$ cat config.mk
export PLATFORM = sky130hd
export DESIGN_NAME = ip_ram_loader_flat
export DESIGN_NICKNAME = d
export VERILOG_FILES = /design/src/rtl/snn_fpga_pkg.sv /design/src/rtl/ip_ram_loader_if.sv /design/src/rtl/ip_ram_loader_byte_row_packer.sv /design/src/rtl/ip_ram_loader.sv /design/src/flat_wrapper.sv
export SDC_FILE = /design/constraint.sdc
export NUM_CORES = 1
export LEC_CHECK = 0
export ABC_AREA = 1
export CORE_MARGIN = 2
export CORE_UTILIZATION = 40
export CTS_CLUSTER_SIZE = 16
export DETAILED_ROUTE_END_ITERATION = 16
export PLACE_DENSITY = 0.66
export SETUP_SLACK_MARGIN = 0.15
export SLEW_MARGIN = 20
export SYNTH_ARGS = -nofsm -noshare
export SYNTH_HDL_FRONTEND = slang
export SYNTH_SLANG_ARGS = --single-unit
$ cat constraint.sdc
create_clock -name clk -period 14.6 [get_ports clk]
set_input_delay 2.92 -clock clk [delete_from_list [all_inputs] [get_ports clk]]
set_output_delay 2.92 -clock clk [all_outputs]
set_load 0.02 [all_outputs]
$ cat src/rtl/snn_fpga_pkg.sv
// Shared constants for the FPGA harness.
// Holds the spike-row geometry, the RAM address width, the number of rows per
// load and the state encoding of the input-pattern RAM loader.
package snn_fpga_pkg;

    // Spike-row width in bits (a whole number of bytes).
    localparam int M    = 256;
    // RAM address width.
    localparam int AW   = 16;
    // Rows per load: two 501-row images.
    localparam int ROWS = 1002;

    // Loader FSM encoding, kept as plain constants so older tools and
    // harness scripts can decode the raw state bits.
    localparam logic [1:0] ST_IDLE  = 2'd0;
    localparam logic [1:0] ST_FILL  = 2'd1;
    localparam logic [1:0] ST_WRITE = 2'd2;
    localparam logic [1:0] ST_DONE  = 2'd3;

    // Number of byte lanes in a row of the given width.
    function automatic int bytesPerRow(input int width);
        return width / 8;
    endfunction

    // Width of a counter that indexes the byte lanes of a row.
    // A one-lane row still gets a 1-bit counter.
    function automatic int byteCountWidth(input int width);
        return (width / 8 > 1) ? $clog2(width / 8) : 1;
    endfunction

endpackage

$ cat src/rtl/ip_ram_loader_if.sv
// Host-stream and RAM-write bundle of the input-pattern RAM loader.
// The master side is the host link plus the RAM and status consumers; the slave
// side is the loader itself.
interface ip_ram_loader_if #(
    parameter int M  = snn_fpga_pkg::M,
    parameter int AW = snn_fpga_pkg::AW
);

    logic          start;
    logic          abort;
    logic [7:0]    byte_data;
    logic          byte_valid;
    logic          byte_ready;
    logic [AW-1:0] ram_addr;
    logic [M-1:0]  ram_wdata;
    logic          ram_we;
    logic          busy;
    logic          done;
    logic [7:0]    csum;

    modport master (
        output start, abort, byte_data, byte_valid,
        input  byte_ready, ram_addr, ram_wdata, ram_we, busy, done, csum
    );

    modport slave (
        input  start, abort, byte_data, byte_valid,
        output byte_ready, ram_addr, ram_wdata, ram_we, busy, done, csum
    );

endinterface

$ cat src/rtl/ip_ram_loader_byte_row_packer.sv
// Packs a stream of bytes into one M-bit row, least significant byte first.
// The lane register is never cleared by clr: every lane is rewritten before
// the row is used again, so only the byte counter needs restarting.
module byte_row_packer
    import snn_fpga_pkg::bytesPerRow;
    import snn_fpga_pkg::byteCountWidth;
#(
    parameter int M = snn_fpga_pkg::M
) (
    input  logic         clk,
    input  logic         rst,
    input  logic         clr,
    input  logic         load_en,
    input  logic [7:0]   byte_in,
    output logic         row_full,
    output logic [M-1:0] row_out
);

    localparam int            NB       = bytesPerRow(M);
    localparam int            CW       = byteCountWidth(M);
    localparam logic [CW-1:0] LAST_IDX = CW'(NB - 1);

    logic [CW-1:0] r_count;
    logic [M-1:0]  r_row;

    // The row is complete on the cycle its last lane is being loaded.
    assign row_full = load_en && (r_count == LAST_IDX);
    assign row_out  = r_row;

    // Byte-lane index: restarts on clr and wraps after the last lane.
    always_ff @(posedge clk or posedge rst) begin
        if (rst) begin
            r_count <= '0;
        end else if (clr) begin
            r_count <= '0;
        end else if (load_en) begin
            r_count <= (r_count == LAST_IDX) ? '0 : r_count + 1'b1;
        end
    end

    // Lane register: the accepted byte lands in the lane selected by the counter.
    always_ff @(posedge clk or posedge rst) begin
        if (rst) begin
            r_row <= '0;
        end else if (load_en) begin
            r_row[8*r_count +: 8] <= byte_in;
        end
    end

endmodule

$ cat src/rtl/ip_ram_loader.sv
// Writer side of the input-pattern RAM.
// Takes a valid/ready byte stream from the host bridge, packs it into M-bit
// spike rows and writes one row per address from 0 up to ROWS-1. Also keeps a
// running XOR of every accepted byte so the host can confirm the transfer.
module ip_ram_loader
    import snn_fpga_pkg::ST_IDLE;
    import snn_fpga_pkg::ST_FILL;
    import snn_fpga_pkg::ST_WRITE;
    import snn_fpga_pkg::ST_DONE;
#(
    parameter int M    = snn_fpga_pkg::M,
    parameter int AW   = snn_fpga_pkg::AW,
    parameter int ROWS = snn_fpga_pkg::ROWS
) (
    input  logic            clk,
    input  logic            rst,
    ip_ram_loader_if.slave  bus
);

    // The final address is compared exactly, so the counter stops there
    // instead of wrapping.
    localparam logic [AW-1:0] LAST_ADDR = AW'(ROWS - 1);

    logic [1:0]    r_state;
    logic [AW-1:0] r_addr;
    logic [7:0]    r_csum;

    logic          w_inFill;
    logic          w_inWrite;
    logic          w_startOk;
    logic          w_abortOk;
    logic          w_accept;
    logic          w_rowFull;
    logic          w_packClr;
    logic [M-1:0]  w_row;

    assign w_inFill  = (r_state == ST_FILL);
    assign w_inWrite = (r_state == ST_WRITE);

    // Abort only has meaning during a load. It beats a byte transfer and a
    // start in the same cycle.
    assign w_abortOk = bus.abort && (w_inFill || w_inWrite);

    // A start is honoured only from IDLE or DONE. A start during a load is
    // dropped.
    assign w_startOk = bus.start && !bus.abort &&
                       ((r_state == ST_IDLE) || (r_state == ST_DONE));

    // byte_ready is a pure decode of the state register, so a byte moves
    // whenever FILL meets byte_valid, unless an abort is cancelling the load.
    assign w_accept  = w_inFill && bus.byte_valid && !bus.abort;

    // Restart the lane counter for a new load, after each row write, and when
    // an abort throws away a partial row.
    assign w_packClr = w_startOk || w_inWrite || w_abortOk;

    byte_row_packer #(
        .M (M)
    ) u_packer (
        .clk      (clk),
        .rst      (rst),
        .clr      (w_packClr),
        .load_en  (w_accept),
        .byte_in  (bus.byte_data),
        .row_full (w_rowFull),
        .row_out  (w_row)
    );

    // Load sequencing: fill a row, write it for one cycle, then advance the
    // address or finish. Aborts drop back to IDLE and keep address and
    // checksum visible for debug.
    always_ff @(posedge clk or posedge rst) begin
        if (rst) begin
            r_state <= ST_IDLE;
            r_addr  <= '0;
            r_csum  <= '0;
        end else begin
            case (r_state)
                ST_IDLE, ST_DONE: begin
                    if (w_startOk) begin
                        r_state <= ST_FILL;
                        r_addr  <= '0;
                        r_csum  <= '0;
                    end
                end
                ST_FILL: begin
                    if (bus.abort) begin
                        r_state <= ST_IDLE;
                    end else if (w_accept) begin
                        r_csum <= r_csum ^ bus.byte_data;
                        if (w_rowFull) begin
                            r_state <= ST_WRITE;
                        end
                    end
                end
                ST_WRITE: begin
                    if (bus.abort) begin
                        r_state <= ST_IDLE;
                    end else if (r_addr == LAST_ADDR) begin
                        r_state <= ST_DONE;
                    end else begin
                        r_addr  <= r_addr + 1'b1;
                        r_state <= ST_FILL;
                    end
                end
                default: begin
                    r_state <= ST_IDLE;
                end
            endcase
        end
    end

    // Status and RAM outputs are decodes of the registered state. The write
    // strobe is also masked by abort so that an aborted WRITE never reaches
    // the RAM.
    assign bus.byte_ready = w_inFill;
    assign bus.ram_we     = w_inWrite && !bus.abort;
    assign bus.busy       = w_inFill || w_inWrite;
    assign bus.done       = (r_state == ST_DONE);
    assign bus.ram_addr   = r_addr;
    assign bus.ram_wdata  = w_row;
    assign bus.csum       = r_csum;

endmodule

$ cat src/flat_wrapper.sv
// flat-port wrapper written by rule: the top's interface ports become plain ports
module ip_ram_loader_flat import snn_fpga_pkg::ST_IDLE; import snn_fpga_pkg::ST_FILL; import snn_fpga_pkg::ST_WRITE; import snn_fpga_pkg::ST_DONE;
#(
    parameter int M    = snn_fpga_pkg::M,
    parameter int AW   = snn_fpga_pkg::AW,
    parameter int ROWS = snn_fpga_pkg::ROWS
)
  (clk, rst, bus_start, bus_abort, bus_byte_data, bus_byte_valid, bus_byte_ready, bus_ram_addr, bus_ram_wdata, bus_ram_we, bus_busy, bus_done, bus_csum);
  ip_ram_loader_if #(.M(M), .AW(AW)) bus_i ();
  input  logic clk;
  input  logic rst;
  input wire logic [$bits(bus_i.start)-1:0] bus_start;
  input wire logic [$bits(bus_i.abort)-1:0] bus_abort;
  input wire logic [$bits(bus_i.byte_data)-1:0] bus_byte_data;
  input wire logic [$bits(bus_i.byte_valid)-1:0] bus_byte_valid;
  output wire logic [$bits(bus_i.byte_ready)-1:0] bus_byte_ready;
  output wire logic [$bits(bus_i.ram_addr)-1:0] bus_ram_addr;
  output wire logic [$bits(bus_i.ram_wdata)-1:0] bus_ram_wdata;
  output wire logic [$bits(bus_i.ram_we)-1:0] bus_ram_we;
  output wire logic [$bits(bus_i.busy)-1:0] bus_busy;
  output wire logic [$bits(bus_i.done)-1:0] bus_done;
  output wire logic [$bits(bus_i.csum)-1:0] bus_csum;
  assign bus_i.start = bus_start;
  assign bus_i.abort = bus_abort;
  assign bus_i.byte_data = bus_byte_data;
  assign bus_i.byte_valid = bus_byte_valid;
  assign bus_byte_ready = bus_i.byte_ready;
  assign bus_ram_addr = bus_i.ram_addr;
  assign bus_ram_wdata = bus_i.ram_wdata;
  assign bus_ram_we = bus_i.ram_we;
  assign bus_busy = bus_i.busy;
  assign bus_done = bus_i.done;
  assign bus_csum = bus_i.csum;
  ip_ram_loader #(.M(M), .AW(AW), .ROWS(ROWS)) u_core (.clk(clk), .rst(rst), .bus(bus_i));
endmodule
After elaboration in Yosys (flattened, before gate mapping)
Index checks and enable logic that the tools add are counted.
{ "word_totals": {"reg_bits": 287, "word_cells": 62} }
{ "classes": {"add_sub_neg": 3, "eq_ne": 12, "shifts": 2, "muxes": 19, "bitwise_logic": 1, "reduce_logical": 20} }
{ "ops": {"columns": ["cell", "count"], "rows": [
  ["$bwmux 256", 1],
  ["$shift 8x34->256 const A", 1],
  ["$shiftx 8x34->256", 1],
  ["$mux 16", 3],
  ["$neg 8->34", 1],
  ["$pmux 16 s2", 1],
  ["$mux 8", 3],
  ["$add 16x1->16 const B", 1],
  ["$eq 16x10->1 const B", 1],
  ["$pmux 8 s2", 1],
  ["$mux 5", 3],
  ["$mux 2", 6],
  ["$ne 2x2->1 const B", 4],
  ["$reduce_and 4->1", 2],
  ["$xor 8x8->8", 1],
  ["$logic_and 1x1->1", 7],
  ["$ne 3x3->1 const B", 2],
  ["$pmux 2 s3", 1],
  ["$reduce_bool 2->1", 3],
  ["$add 5x1->5 const B", 1],
  ["$eq 5x5->1 const B", 1],
  ["$eq 2x2->1 const B", 2],
  ["$logic_or 1x1->1", 4],
  ["$reduce_and 3->1", 1],
  ["5 further kinds", 5]
]} }

Longest topological paths before layout
Gate-level depths: netlist (run 1).
{ "depth": {"word_depth": 8, "depth_mapped": 17, "mapped_depth_nobuf": 13} }

Cells and area by module
Synthesis (run 1) repeated with hierarchy kept, for this count alone.
{ "hier_totals": {"hier_cells": 1792, "hier_area_um2": 14014.7} }
{ "modules_own_cells": {"columns": ["mod", "n_inst", "cells_per_inst", "area_per_inst_um2", "seq_area_each_um2"], "rows": [
  ["byte_row_packer", 1, 1541, 12236.7, 6531.3],
  ["ip_ram_loader", 1, 251, 1778.0, 650.6]
]} }

Least setup slack after synthesis (run 1)
OpenSTA, ideal clock, no wires.
{ "synth_timing": {"path_type": "in2out", "start": "in bus_abort", "end": "out bus_ram_we", "arrival_time_ps": 3235, "setup_slack_ps": 8445, "stages": 1, "path_buffers": 0, "path_cell_list": "nor2_1"} }
{ "synth_between": {"elab_chain_cells": 2} }
{ "synth_rtl": {"columns": ["item", "line", "text"], "rows": [
  ["from (decl)", "flat_wrapper.sv:13", "input wire logic [$bits(bus_i.abort)-1:0] bus_abort;"],
  ["$logic_not 1->1", "ip_ram_loader.sv:117", "assign bus.ram_we = w_inWrite && !bus.abort;"],
  ["$logic_and 1x1->1", "ip_ram_loader.sv:117", null],
  ["to (decl)", "flat_wrapper.sv:19", "output wire logic [$bits(bus_i.ram_we)-1:0] bus_ram_we;"]
]} }
Every way passes these cells.

Worst setup path after layout (run 1)
Ends and elaborated chain as after synthesis.

==> results of run 1 <==
-- cells by family (layout without fill, tap and decap cells) --
kind of cell	Yosys count	after routing	synth area share
XOR/XNOR	11	11	0.00725
AO/OA/AOI/OAI	118	118	0.0467
buffers and inverters	162	444	0.0538
flip-flops	287	287	0.540
adder cells (fa/ha/maj)	9	9	0.00847
AND/OR/NAND/NOR	1011	1011	0.344
-- synth_stat cells (9+ instances only) --
| library cell | number |
|---|---|
| sky130_fd_sc_hd__clkbuf_1 | 29 |
| sky130_fd_sc_hd__buf_2 | 41 |
| sky130_fd_sc_hd__nand2_2 | 10 |
| sky130_fd_sc_hd__o21ai_1 | 29 |
| sky130_fd_sc_hd__dfrtp_1 | 287 |
| sky130_fd_sc_hd__nor2_1 | 121 |
| sky130_fd_sc_hd__inv_2 | 12 |
| sky130_fd_sc_hd__inv_1 | 65 |
| sky130_fd_sc_hd__nand3_2 | 9 |
| sky130_fd_sc_hd__nand2_1 | 598 |
| sky130_fd_sc_hd__buf_4 | 11 |
| sky130_fd_sc_hd__ha_1 | 9 |
| sky130_fd_sc_hd__o21ai_0 | 71 |
| sky130_fd_sc_hd__nand3_1 | 103 |
| sky130_fd_sc_hd__nand4_1 | 127 |
-- how the worst max path moves through the flow --
stage / from / endpoint / slack [ns] / depth (start not counted)
after floorplan: rst / u_core.bus.csum[0] / 3.76 / 1
after global placement: bus_abort / bus_ram_we / 7.47 / 3
after detailed placement: bus_abort / bus_ram_we / 7.46 / 3
after CTS: bus_abort / bus_ram_we / 7.46 / 3
after global routing: bus_abort / bus_ram_we / 7.43 / 3
final: bus_abort / bus_ram_we / 7.46 / 3
-- per-stage QoR --
| step | hold slack (ns) | utilization |
|---|---|---|
| detailed placement | 0.458 | 0.505 |
| CTS | 0.472 | 0.542 |
| finish | 0.467 | 0.542 |
| global route | 0.489 | 0.542 |
| global placement | 0.455 | 0.505 |
| floorplan | 0.497 | - |
-- worst reg2reg max path: stages, from the launching register on --
cell and delay, ns:
sky130_fd_sc_hd__dfrtp_1 0.60, sky130_fd_sc_hd__inv_2 0.31, sky130_fd_sc_hd__ha_1 0.31, sky130_fd_sc_hd__inv_1 0.07
sky130_fd_sc_hd__nor2_1 0.07, sky130_fd_sc_hd__nor2_4 0.24, sky130_fd_sc_hd__buf_4 0.43, sky130_fd_sc_hd__inv_2 0.44
sky130_fd_sc_hd__nor2_2 0.88, sky130_fd_sc_hd__nand3_1 0.50, sky130_fd_sc_hd__nand2_1 0.16, sky130_fd_sc_hd__nand2_1 0.07
-- final cells by class --
type	count	share of cell area
multi-input cells	1149	0.306
clock inverters	10	0.00750
flip-flops and latches	287	0.406
clock buffers	51	0.0604
inverters	78	0.0171
repair buffers	305	0.171
well taps	442	0.0313
-- sequential cells by signal (all words and copies together) (netlist names) --
signal                   cells
u_core.r_state               2
u_core.bus.csum              8
u_core.u_packer.row_out    256
u_core.bus.ram_addr         16
u_core.u_packer.r_count      5
-- metal layers --
layer,up-vias,wire length (um)
met5,-,0
met4,0,820
met3,62,3460
met2,470,20200
met1,5845,19100
li1,5763,-
-- power by group --
part / leakage (nW) / total, W / internal [W] / switching, W
clock: 0.585 / 0.000895 / 0.000559 / 0.000335
sequential: 3.99 / 0.000842 / 0.000819 / 0.0000238
combinational: 3.84 / 0.000604 / 0.000119 / 0.000484
==> impl_metrics.sql, run 1 <==
INSERT INTO impl_metrics (metric_group, metric, value, unit) VALUES
('status', 'outcome', 'completed', ''),
('clock_network', 'cts.repair.resized', '0', ''),
('power', 'design_power_total', '0.00234', 'W'),
('synth', 'async_set_or_reset_register_ratio_after_synthesis', '1.00', ''),
('min_path', 'min_from', 'u_core.u_packer.row_out[41]', ''),
('routing', 'vias', '12140', ''),
('sta', 'rsz0062_at_grt', 'no', ''),
('synth', 'netlist_top_cells_area', 'sky130_fd_sc_hd__dfrtp_1 (54%), sky130_fd_sc_hd__nand2_1 (17%), sky130_fd_sc_hd__nand4_1 (6.0%)', ''),
('synth', 'postSynthCellCount', '1598', ''),
('layout', 'num_antenna_cells', '0', ''),
('sta', 'setup-violations-final', '0', ''),
('global_routing', 'grt_start_max_net_pins', '133', ''),
('setup_path', 'max_stage_delay', '0.62', 'ns'),
('placed_design', 'dpl.cell_count', '2261', ''),
('layout', 'multi_input_comb_area', '0.00542', 'sq mm'),
('placed_design', 'placedInstanceArea', '0.0165', 'sq mm'),
('global_routing', 'groute.usage.overall', '0.247', ''),
('setup_path', 'worstSetupEndpointType', 'output port', ''),
('sta', 'min_period_over_period', '0.489', ''),
('layout', 'layout_common_cells', 'sky130_fd_sc_hd__nand2_1 (598), sky130_fd_sc_hd__clkdlybuf4s50_1 (296), sky130_fd_sc_hd__dfrtp_1 (287)', ''),
('synth', 'synth_seq_cells', '287', ''),
('clock_network', 'holdBufCountCts', '0', ''),
('layout', 'nNetsFinal', '1877', ''),
('die', 'floorplan.rows', '66', ''),
('sta', 'final.setup.worst_slack', '7.46', 'ns'),
('setup_path', 'critical-path-top-delay-family', 'buffers and inverters', ''),
('die', 'core-area', '0.0326', 'sq mm'),
('die', 'floorplan.initialDensity', '0.408', ''),
('sta', 'finalHoldViolations', '0', ''),
('sta', 'slew_headroom', '0.331', ''),
('setup_path', 'critical_path.max_fanout', '5', ''),
('clock_network', 'post-cts-setup-buffers', '0', ''),
('sta', 'tightest_slew', '1.00', 'ns'),
('clock_network', 'tritoncts.num_buffers', '34', ''),
('layout', 'postLayoutCellArea', '0.0177', 'sq mm'),
('placed_design', 'place.detailed.hpwl', '30100', 'um'),
('routing', 'avgViaCountPerCell', '5.23', ''),
('routing', 'drt_antenna_net_count', '0', ''),
('routing', 'routed_wirelength', '43600', 'um'),
('power', 'power-per-cell-area', '132', 'mW/mm^2'),
('sta', 'period_minus_slack', '7.14', 'ns'),
('sta', 'fin_skew', '0.0127', 'ns'),
('setup_path', 'start_kind', 'primary input', ''),
('setup_path', 'timing.reg2reg.worst_path_depth', '11', ''),
('layout', 'num-fill-cells', '2986', ''),
('synth', 'synth_area', '0.0133', 'sq mm'),
('die', 'die_height', '186', 'um'),
('sta', 'finalMaxSlewViolations', '0', ''),
('min_path', 'hold_path_depth', '2', ''),
('routing', 'drt-pass1-iter-count', '5', ''),
('setup_path', 'timing.critical_path.mode_cell', 'sky130_fd_sc_hd__clkdlybuf4s50_1', ''),
('placed_design', 'place_congestion', '0.873', ''),
('global_routing', 'globalRouteOverflowTotal', '0', ''),
('global_routing', 'antenna_violations_before_repair', '0', ''),
('clock_network', 'clkTransAtPathRegs', '0.05', 'ns'),
('synth', 'synth_ff_type', 'sky130_fd_sc_hd__dfrtp_1', ''),
('global_routing', 'grt.met2_usage', '0.391', ''),
('clock_network', 'cts-root-to-sink-buffers', '3', ''),
('setup_path', 'r2r_end', 'u_core.u_packer.row_out[25]', ''),
('placed_design', 'place.port_buffers', '296', ''),
('setup_path', 'r2r_slack', '10.43', 'ns'),
('global_routing', 'wire_length_of_the_first_global_routing_pass', '68200', 'um'),
('setup_path', 'cp_cell_sequence', 'clkdlybuf4s50_1 > nor2_1 > clkdlybuf4s50_1', ''),
('die', 'die_w', '186', 'um'),
('layout', 'layout_commonest_cell', 'sky130_fd_sc_hd__nand2_1', ''),
('setup_path', 'worst-endpoint-required', '11.68', 'ns'),
('synth', 'post-synth-top-area-fraction', '0.540', ''),
('power', 'power.ir.vdd_worst', '0.109', 'mV'),
('clock_network', 'numClockSinks', '287', ''),
('power', 'leakage', '8.41', 'nW'),
('placed_design', 'dpl_worst_slack', '7.46', 'ns');
Note: power is estimated with default switching activity, not from simulation.
==> inputs of run 2 (changes only) <==
--- a/config.mk
+++ b/config.mk
@@ -10,7 +10,7 @@
 export CORE_UTILIZATION = 40
 export CTS_CLUSTER_SIZE = 16
 export DETAILED_ROUTE_END_ITERATION = 16
-export PLACE_DENSITY = 0.66
+export PLACE_DENSITY = 0.68
 export SETUP_SLACK_MARGIN = 0.15
 export SLEW_MARGIN = 20
 export SYNTH_ARGS = -nofsm -noshare
==> constraint.sdc (replaced) <==
create_clock -name clk -period 6.5 [get_ports clk]
set_input_delay 1.3 -clock clk [delete_from_list [all_inputs] [get_ports clk]]
set_output_delay 1.3 -clock clk [all_outputs]
set_load 0.02 [all_outputs]
==> impl_metrics.sql, run 2 (synthesis results as in run 1) <==
INSERT INTO impl_metrics (metric_group, metric, value, unit) VALUES
('status', 'outcome', 'completed', ''),
('sta', 'final.setup.worst_slack', '2.44', 'ns'),
('power', 'leakage', '8.41', 'nW'),
('layout', 'layout_commonest_cell', 'sky130_fd_sc_hd__nand2_1', ''),
('routing', 'avgViaCountPerCell', '5.26', ''),
('routing', 'drt_antenna_net_count', '0', ''),
('sta', 'fin_skew', '0.00970', 'ns'),
('setup_path', 'timing.reg2reg.worst_path_depth', '12', ''),
('clock_network', 'tritoncts_clock_tree', 'done', ''),
('die', 'io-pin-count', '297', ''),
('setup_path', 'crit_path_top_delay_cell', 'sky130_fd_sc_hd__nor2_2', ''),
('power', 'power-per-cell-area', '295', 'mW/mm^2'),
('die', 'die_height', '186', 'um'),
('placed_design', 'dpl.cell_count', '2264', ''),
('routing', 'drt_first_iter_violations', '1208', ''),
('layout', 'fin_cells', '2320', ''),
('setup_path', 'worstSetupEndpointType', 'flip-flop', ''),
('die', 'floorplan.rows', '66', ''),
('setup_path', 'r2r_end', 'u_core.u_packer.row_out[29]', ''),
('setup_path', 'critical_path_arrival', '4.51', 'ns'),
('sta', 'fin_tns_setup', '0', 'ns'),
('setup_path', 'crit_path_start', 'u_core.u_packer.r_count[0]', ''),
('sta', 'slew_headroom', '0.341', ''),
('global_routing', 'groute.usage.overall', '0.247', ''),
('layout', 'num_antenna_cells', '0', ''),
('global_routing', 'grt_start_max_net_pins', '154', ''),
('setup_path', 'start_kind', 'flip-flop', ''),
('layout', 'layout_common_cells', 'sky130_fd_sc_hd__nand2_1 (598), sky130_fd_sc_hd__clkdlybuf4s50_1 (296), sky130_fd_sc_hd__dfrtp_1 (287)', ''),
('setup_path', 'r2r_slack', '2.44', 'ns'),
('clock_network', 'clk_latency', '0.55', 'ns'),
('setup_path', 'timing.critical_path.mode_cell', 'sky130_fd_sc_hd__nand2_1', ''),
('setup_path', 'worst-endpoint-required', '6.95', 'ns'),
('setup_path', 'max_stage_delay', '0.76', 'ns'),
('global_routing', 'wire_length_of_the_first_global_routing_pass', '68800', 'um'),
('routing', 'post_route_drc_violation_count', '0', ''),
('die', 'core-area', '0.0326', 'sq mm'),
('layout', 'nNetsFinal', '1876', ''),
('layout', 'layout_area_growth_over_synthesis', '32.8', '%'),
('setup_path', 'critical_path.n_buffers_inverters', '2', ''),
('global_routing', 'globalRouteOverflowTotal', '0', ''),
('die', 'floorplan.initialDensity', '0.408', ''),
('die', 'die_w', '186', 'um'),
('routing', 'vias', '12207', ''),
('setup_path', 'critical_path_class', 'flip-flop to flip-flop', ''),
('clock_network', 'cts-root-to-sink-buffers', '3', ''),
('clock_network', 'post-cts-setup-buffers', '0', ''),
('routing', 'routed_wirelength', '43500', 'um'),
('setup_path', 'critical-path-top-delay-family', 'simple AND/OR/NAND/NOR gates', ''),
('clock_network', 'clock_tree.htree_level_count', '1', ''),
('min_path', 'hold_path_end', 'u_core.u_packer.row_out[41]', ''),
('setup_path', 'critical_path.max_fanout', '25', ''),
('clock_network', 'clkTransAtPathRegs', '0.07', 'ns'),
('layout', 'final_util', '0.541', ''),
('sta', 'finalHoldViolations', '0', ''),
('min_path', 'worst_hold_class', 'flip-flop to flip-flop', ''),
('layout', 'drive_gt1_frac', '0.0708', ''),
('placed_design', 'place_congestion', '0.875', ''),
('global_routing', 'antenna_violations_before_repair', '0', ''),
('sta', 'fmaxAchievable', '246', 'MHz'),
('setup_path', 'reg2reg_from', 'u_core.u_packer.r_count[0]', ''),
('clock_network', 'tritoncts.num_buffers', '30', ''),
('sta', 'setup-violations-final', '0', ''),
('die', 'die_area', '0.0347', 'sq mm'),
('sta', 'period_minus_slack', '4.06', 'ns'),
('clock_network', 'holdBufCountCts', '0', ''),
('global_routing', 'grt_pass1_vias', '11824', ''),
('routing', 'drt-pass1-iter-count', '5', ''),
('sta', 'finalMaxSlewViolations', '0', ''),
('power', 'power.ir.vdd_worst', '0.338', 'mV'),
('clock_network', 'numClockSinks', '287', ''),
('flow_run', 'timing.max_cap.violations', '0', ''),
('layout', 'largest_register_ff_count', '256', ''),
('clock_network', 'clock_root_buffer', 'sky130_fd_sc_hd__clkbuf_16', ''),
('min_path', 'hold_path_depth', '2', ''),
('min_path', 'min_from', 'u_core.u_packer.row_out[41]', ''),
('placed_design', 'place.detailed.hpwl', '30800', 'um'),
('placed_design', 'dpl_worst_slack', '2.47', 'ns'),
('setup_path', 'cp_cell_sequence', 'inv_2 > ha_1 > inv_1 > nor2_1 > nand2_1 > nand2_1 > nor2_4 > nand2_1 > nor2_2 > nand3_1 > nand2_1 > nand2_1', ''),
('sta', 'min_period_over_period', '0.625', ''),
('sta', 'rsz0062_at_grt', 'no', ''),
('routing', 'avgRoutedWirePerCell', '18.8', 'um'),
('clock_network', 'cts.repair.resized', '0', ''),
('placed_design', 'place.port_buffers', '296', ''),
('sta', 'tightest_slew', '0.988', 'ns');
## run 2: how the worst max path moves through the flow
stage                                    to  slack [ns]  cells after the start
2_1_floorplan            u_core.bus.csum[0]        1.39                      1
3_5_place_dp   u_core.u_packer.row_out[153]        2.47                     10
5_1_grt         u_core.u_packer.row_out[25]        2.07                     12
4_1_cts         u_core.u_packer.row_out[92]        2.51                     11
3_3_place_gp   u_core.u_packer.row_out[117]        2.51                     10
6_report        u_core.u_packer.row_out[29]        2.44                     12
## run 2: layer usage
layer | up-vias | part of all wire | GRT usage
met1 | 5911 | 0.44 | 0.348
met4 | 0 | 0.015 | 0.0505
met2 | 485 | 0.46 | 0.399
met5 | - | 0 | 0
met3 | 49 | 0.080 | 0.0489
li1 | 5762 | - | -
## run 2: metrics by stage
step	cell area (sq um)	hold WS, ns	total power (W)
after floorplan	13300	0.497	0.00284
after global placement	16500	0.456	0.00324
after detailed placement	16500	0.461	0.00326
after CTS	17700	0.477	0.00523
after global routing	17700	0.486	0.00544
final	17700	0.471	0.00520
## run 2: layout make-up
cell class,count,area [sq um]
Inverter,78,299
Multi-Input combinational cell,1149,5420
Tap cell,442,553
Sequential cell,287,7180
Timing Repair Buffer,308,3070
Fill cell,3003,15000
Clock inverter,18,297
Clock buffer,38,842
## run 2: where the power goes
part | internal [W] | switching [W]
sequential | 0.00184 | 0.0000588
combinational | 0.000274 | 0.00106
clock | 0.00123 | 0.000736
total | 0.00334 | 0.00186
## run 2: tightest hold or removal path: stages, from the launching register on
cell and delay (ns):
sky130_fd_sc_hd__dfrtp_1 0.34, sky130_fd_sc_hd__nand2_1 0.05, sky130_fd_sc_hd__nand2_1 0.05
==> inputs of run 3 (changes only) <==
--- a/config.mk
+++ b/config.mk
@@ -10,7 +10,7 @@
 export CORE_UTILIZATION = 40
 export CTS_CLUSTER_SIZE = 16
 export DETAILED_ROUTE_END_ITERATION = 16
-export PLACE_DENSITY = 0.68
+export PLACE_DENSITY = 0.66
 export SETUP_SLACK_MARGIN = 0.15
 export SLEW_MARGIN = 20
 export SYNTH_ARGS = -nofsm -noshare
==> constraint.sdc (replaced) <==
create_clock -name clk -period 4.2 [get_ports clk]
set_input_delay 0.84 -clock clk [delete_from_list [all_inputs] [get_ports clk]]
set_output_delay 0.84 -clock clk [all_outputs]
set_load 0.02 [all_outputs]
==> impl_metrics.sql, run 3 (synthesis results as in run 1) <==
INSERT INTO impl_metrics (metric_group, metric, value, unit) VALUES
('die', 'die_area', '0.0347', 'sq mm'),
('clock_network', 'holdBufCountCts', '0', ''),
('sta', 'fin_skew', '0.0138', 'ns'),
('setup_path', 'start_kind', 'flip-flop', ''),
('sta', 'min_period_over_period', '0.842', ''),
('min_path', 'hold_path_depth', '2', ''),
('routing', 'avgViaCountPerCell', '5.21', ''),
('min_path', 'hold_path_end', 'u_core.u_packer.row_out[140]', ''),
('sta', 'finalMaxSlewViolations', '0', ''),
('global_routing', 'grt_start_max_net_pins', '73', ''),
('power', 'power.ir.vdd_worst', '0.303', 'mV'),
('routing', 'drt_first_iter_violations', '1025', ''),
('setup_path', 'critical_path_class', 'flip-flop to flip-flop', ''),
('clock_network', 'tritoncts_clock_tree', 'done', ''),
('setup_path', 'r2r_slack', '0.67', 'ns'),
('min_path', 'worst_hold_class', 'flip-flop to flip-flop', ''),
('layout', 'layout_commonest_cell', 'sky130_fd_sc_hd__nand2_1', ''),
('layout', 'largest_register_ff_count', '256', ''),
('global_routing', 'groute.usage.overall', '0.246', ''),
('layout', 'fin_cells', '2329', ''),
('die', 'io-pin-count', '297', ''),
('layout', 'num-fill-cells', '2966', ''),
('power', 'power-per-cell-area', '446', 'mW/mm^2'),
('min_path', 'min_from', 'u_core.u_packer.row_out[140]', ''),
('routing', 'drt-pass1-iter-count', '6', ''),
('layout', 'drive_gt1_frac', '0.0737', ''),
('placed_design', 'place.detailed.hpwl', '31000', 'um'),
('layout', 'layout_common_cells', 'sky130_fd_sc_hd__nand2_1 (598), sky130_fd_sc_hd__clkdlybuf4s50_1 (296), sky130_fd_sc_hd__dfrtp_1 (287)', ''),
('status', 'outcome', 'completed', ''),
('routing', 'routed_wirelength', '43200', 'um'),
('layout', 'num_antenna_cells', '0', ''),
('die', 'die_height', '186', 'um'),
('clock_network', 'clkTransAtPathRegs', '0.07', 'ns'),
('flow_run', 'timing.max_cap.violations', '0', ''),
('sta', 'finalHoldViolations', '0', ''),
('power', 'leakage', '8.43', 'nW'),
('placed_design', 'place_congestion', '0.870', ''),
('global_routing', 'globalRouteOverflowTotal', '0', ''),
('sta', 'rsz0062_at_grt', 'no', ''),
('global_routing', 'grt_pass1_vias', '11879', ''),
('clock_network', 'post-cts-setup-buffers', '0', ''),
('clock_network', 'numClockSinks', '287', ''),
('routing', 'post_route_drc_violation_count', '0', ''),
('clock_network', 'tritoncts.num_buffers', '31', ''),
('routing', 'avgRoutedWirePerCell', '18.6', 'um'),
('placed_design', 'dpl.cell_count', '2273', ''),
('sta', 'tightest_slew', '0.798', 'ns'),
('sta', 'fmaxAchievable', '283', 'MHz'),
('sta', 'fin_tns_setup', '0', 'ns'),
('sta', 'slew_headroom', '0.467', ''),
('placed_design', 'place.port_buffers', '296', ''),
('setup_path', 'worstSetupEndpointType', 'flip-flop', ''),
('sta', 'period_minus_slack', '3.53', 'ns'),
('clock_network', 'cts-root-to-sink-buffers', '3', ''),
('setup_path', 'critical_path_arrival', '3.97', 'ns'),
('routing', 'vias', '12133', ''),
('global_routing', 'wire_length_of_the_first_global_routing_pass', '68200', 'um'),
('die', 'floorplan.rows', '66', ''),
('global_routing', 'antenna_violations_before_repair', '0', ''),
('setup_path', 'r2r_end', 'u_core.u_packer.row_out[1]', ''),
('clock_network', 'clock_tree.htree_level_count', '1', ''),
('clock_network', 'clock_root_buffer', 'sky130_fd_sc_hd__clkbuf_16', ''),
('sta', 'setup-violations-final', '0', ''),
('layout', 'nNetsFinal', '1887', ''),
('die', 'floorplan.initialDensity', '0.408', ''),
('routing', 'drt_antenna_net_count', '0', ''),
('die', 'die_w', '186', 'um'),
('placed_design', 'dpl_worst_slack', '0.794', 'ns'),
('sta', 'final.setup.worst_slack', '0.665', 'ns'),
('setup_path', 'worst-endpoint-required', '4.64', 'ns'),
('clock_network', 'cts.repair.resized', '0', ''),
('die', 'core-area', '0.0326', 'sq mm'),
('setup_path', 'timing.reg2reg.worst_path_depth', '12', ''),
('setup_path', 'critical_path.max_fanout', '26', ''),
('clock_network', 'clk_latency', '0.56', 'ns'),
('layout', 'layout_area_growth_over_synthesis', '33.3', '%'),
('setup_path', 'reg2reg_from', 'u_core.u_packer.r_count[0]', '');
run 3: changes by cell type in the layout (fill, tap and decap cells not counted):
| cell | previous run | this run |
|---|---|---|
| sky130_fd_sc_hd__buf_12 | 1 | 7 |
| sky130_fd_sc_hd__buf_4 | 11 | 15 |
| sky130_fd_sc_hd__bufinv_16 | 8 | 4 |
| sky130_fd_sc_hd__clkbuf_1 | 3 | 6 |
| sky130_fd_sc_hd__clkbuf_8 | 4 | 7 |
| sky130_fd_sc_hd__clkinv_2 | 8 | 5 |
| sky130_fd_sc_hd__clkinv_4 | 1 | 0 |
| sky130_fd_sc_hd__inv_6 | 0 | 1 |
| sky130_fd_sc_hd__nor3_2 | 1 | 2 |
| sky130_fd_sc_hd__nor3_4 | 2 | 1 |
run 3: metrics by stage:
| stage | total power [W] | hold slack, ns | utilization | cell area [sq um] |
|---|---|---|---|---|
| 2_1_floorplan | 0.00440 | 0.497 | - | 13300 |
| 3_3_place_gp | 0.00505 | 0.458 | 0.510 | 16600 |
| 3_5_place_dp | 0.00508 | 0.461 | 0.510 | 16600 |
| 4_1_cts | 0.00791 | 0.479 | 0.543 | 17700 |
| 5_1_grt | 0.00824 | 0.494 | 0.543 | 17700 |
| 6_report | 0.00790 | 0.473 | 0.543 | 17700 |
run 3: how the worst max path moves through the flow:
stage                               startpoint                         end  depth (start not counted)
finish              u_core.u_packer.r_count[0]  u_core.u_packer.row_out[1]                         12
global route        u_core.u_packer.r_count[0]  u_core.u_packer.row_out[7]                         12
CTS                          u_core.r_state[0]                  bus_ram_we                          5
detailed placement  u_core.u_packer.r_count[0]  u_core.u_packer.row_out[7]                         12
global placement    u_core.u_packer.r_count[0]  u_core.u_packer.row_out[7]                         12
floorplan                                  rst          u_core.bus.csum[0]                          1
run 3: power breakdown:
| part | total, W | switching [W] | internal, W |
|---|---|---|---|
| Clock | 0.00284 | 0.00112 | 0.00172 |
| Sequential | 0.00292 | 0.0000759 | 0.00285 |
| Combinational | 0.00214 | 0.00166 | 0.000478 |
run 3: per-layer routing:
| metal | vias up | routed length (um) | share of wire | global-route usage |
|---|---|---|---|---|
| li1 | 5760 | - | - | - |
| met1 | 5907 | 19500 | 0.45 | 0.344 |
| met2 | 417 | 20100 | 0.47 | 0.403 |
| met3 | 49 | 2880 | 0.067 | 0.0448 |
| met4 | 0 | 678 | 0.016 | 0.0465 |
| met5 | - | 0 | 0 | 0 |
run 3: worst max-delay path, cell delays in order, from the launching register on:
cell                      delay (ns)
sky130_fd_sc_hd__dfrtp_1        0.50
sky130_fd_sc_hd__inv_2          0.39
sky130_fd_sc_hd__ha_1           0.24
sky130_fd_sc_hd__inv_1          0.06
sky130_fd_sc_hd__nor3_1         0.21
sky130_fd_sc_hd__ha_1           0.50
sky130_fd_sc_hd__inv_2          0.18
sky130_fd_sc_hd__buf_4          0.33
sky130_fd_sc_hd__nand3_1        0.14
sky130_fd_sc_hd__nor3_2         0.29
sky130_fd_sc_hd__nand2_1        0.32
sky130_fd_sc_hd__nand2_1        0.16
sky130_fd_sc_hd__nand2_1        0.07
run 3: area by class of cell:
| type | instances | area (sq um) | share of cell area |
|---|---|---|---|
| tap | 442 | 553 | 0.0312 |
| multi-input combinational | 1149 | 5410 | 0.306 |
| clock buffer | 44 | 895 | 0.0505 |
| clock inverter | 11 | 161 | 0.00911 |
| inverter | 78 | 299 | 0.0169 |
| timing repair buffer | 318 | 3220 | 0.181 |
| sequential | 287 | 7180 | 0.405 |
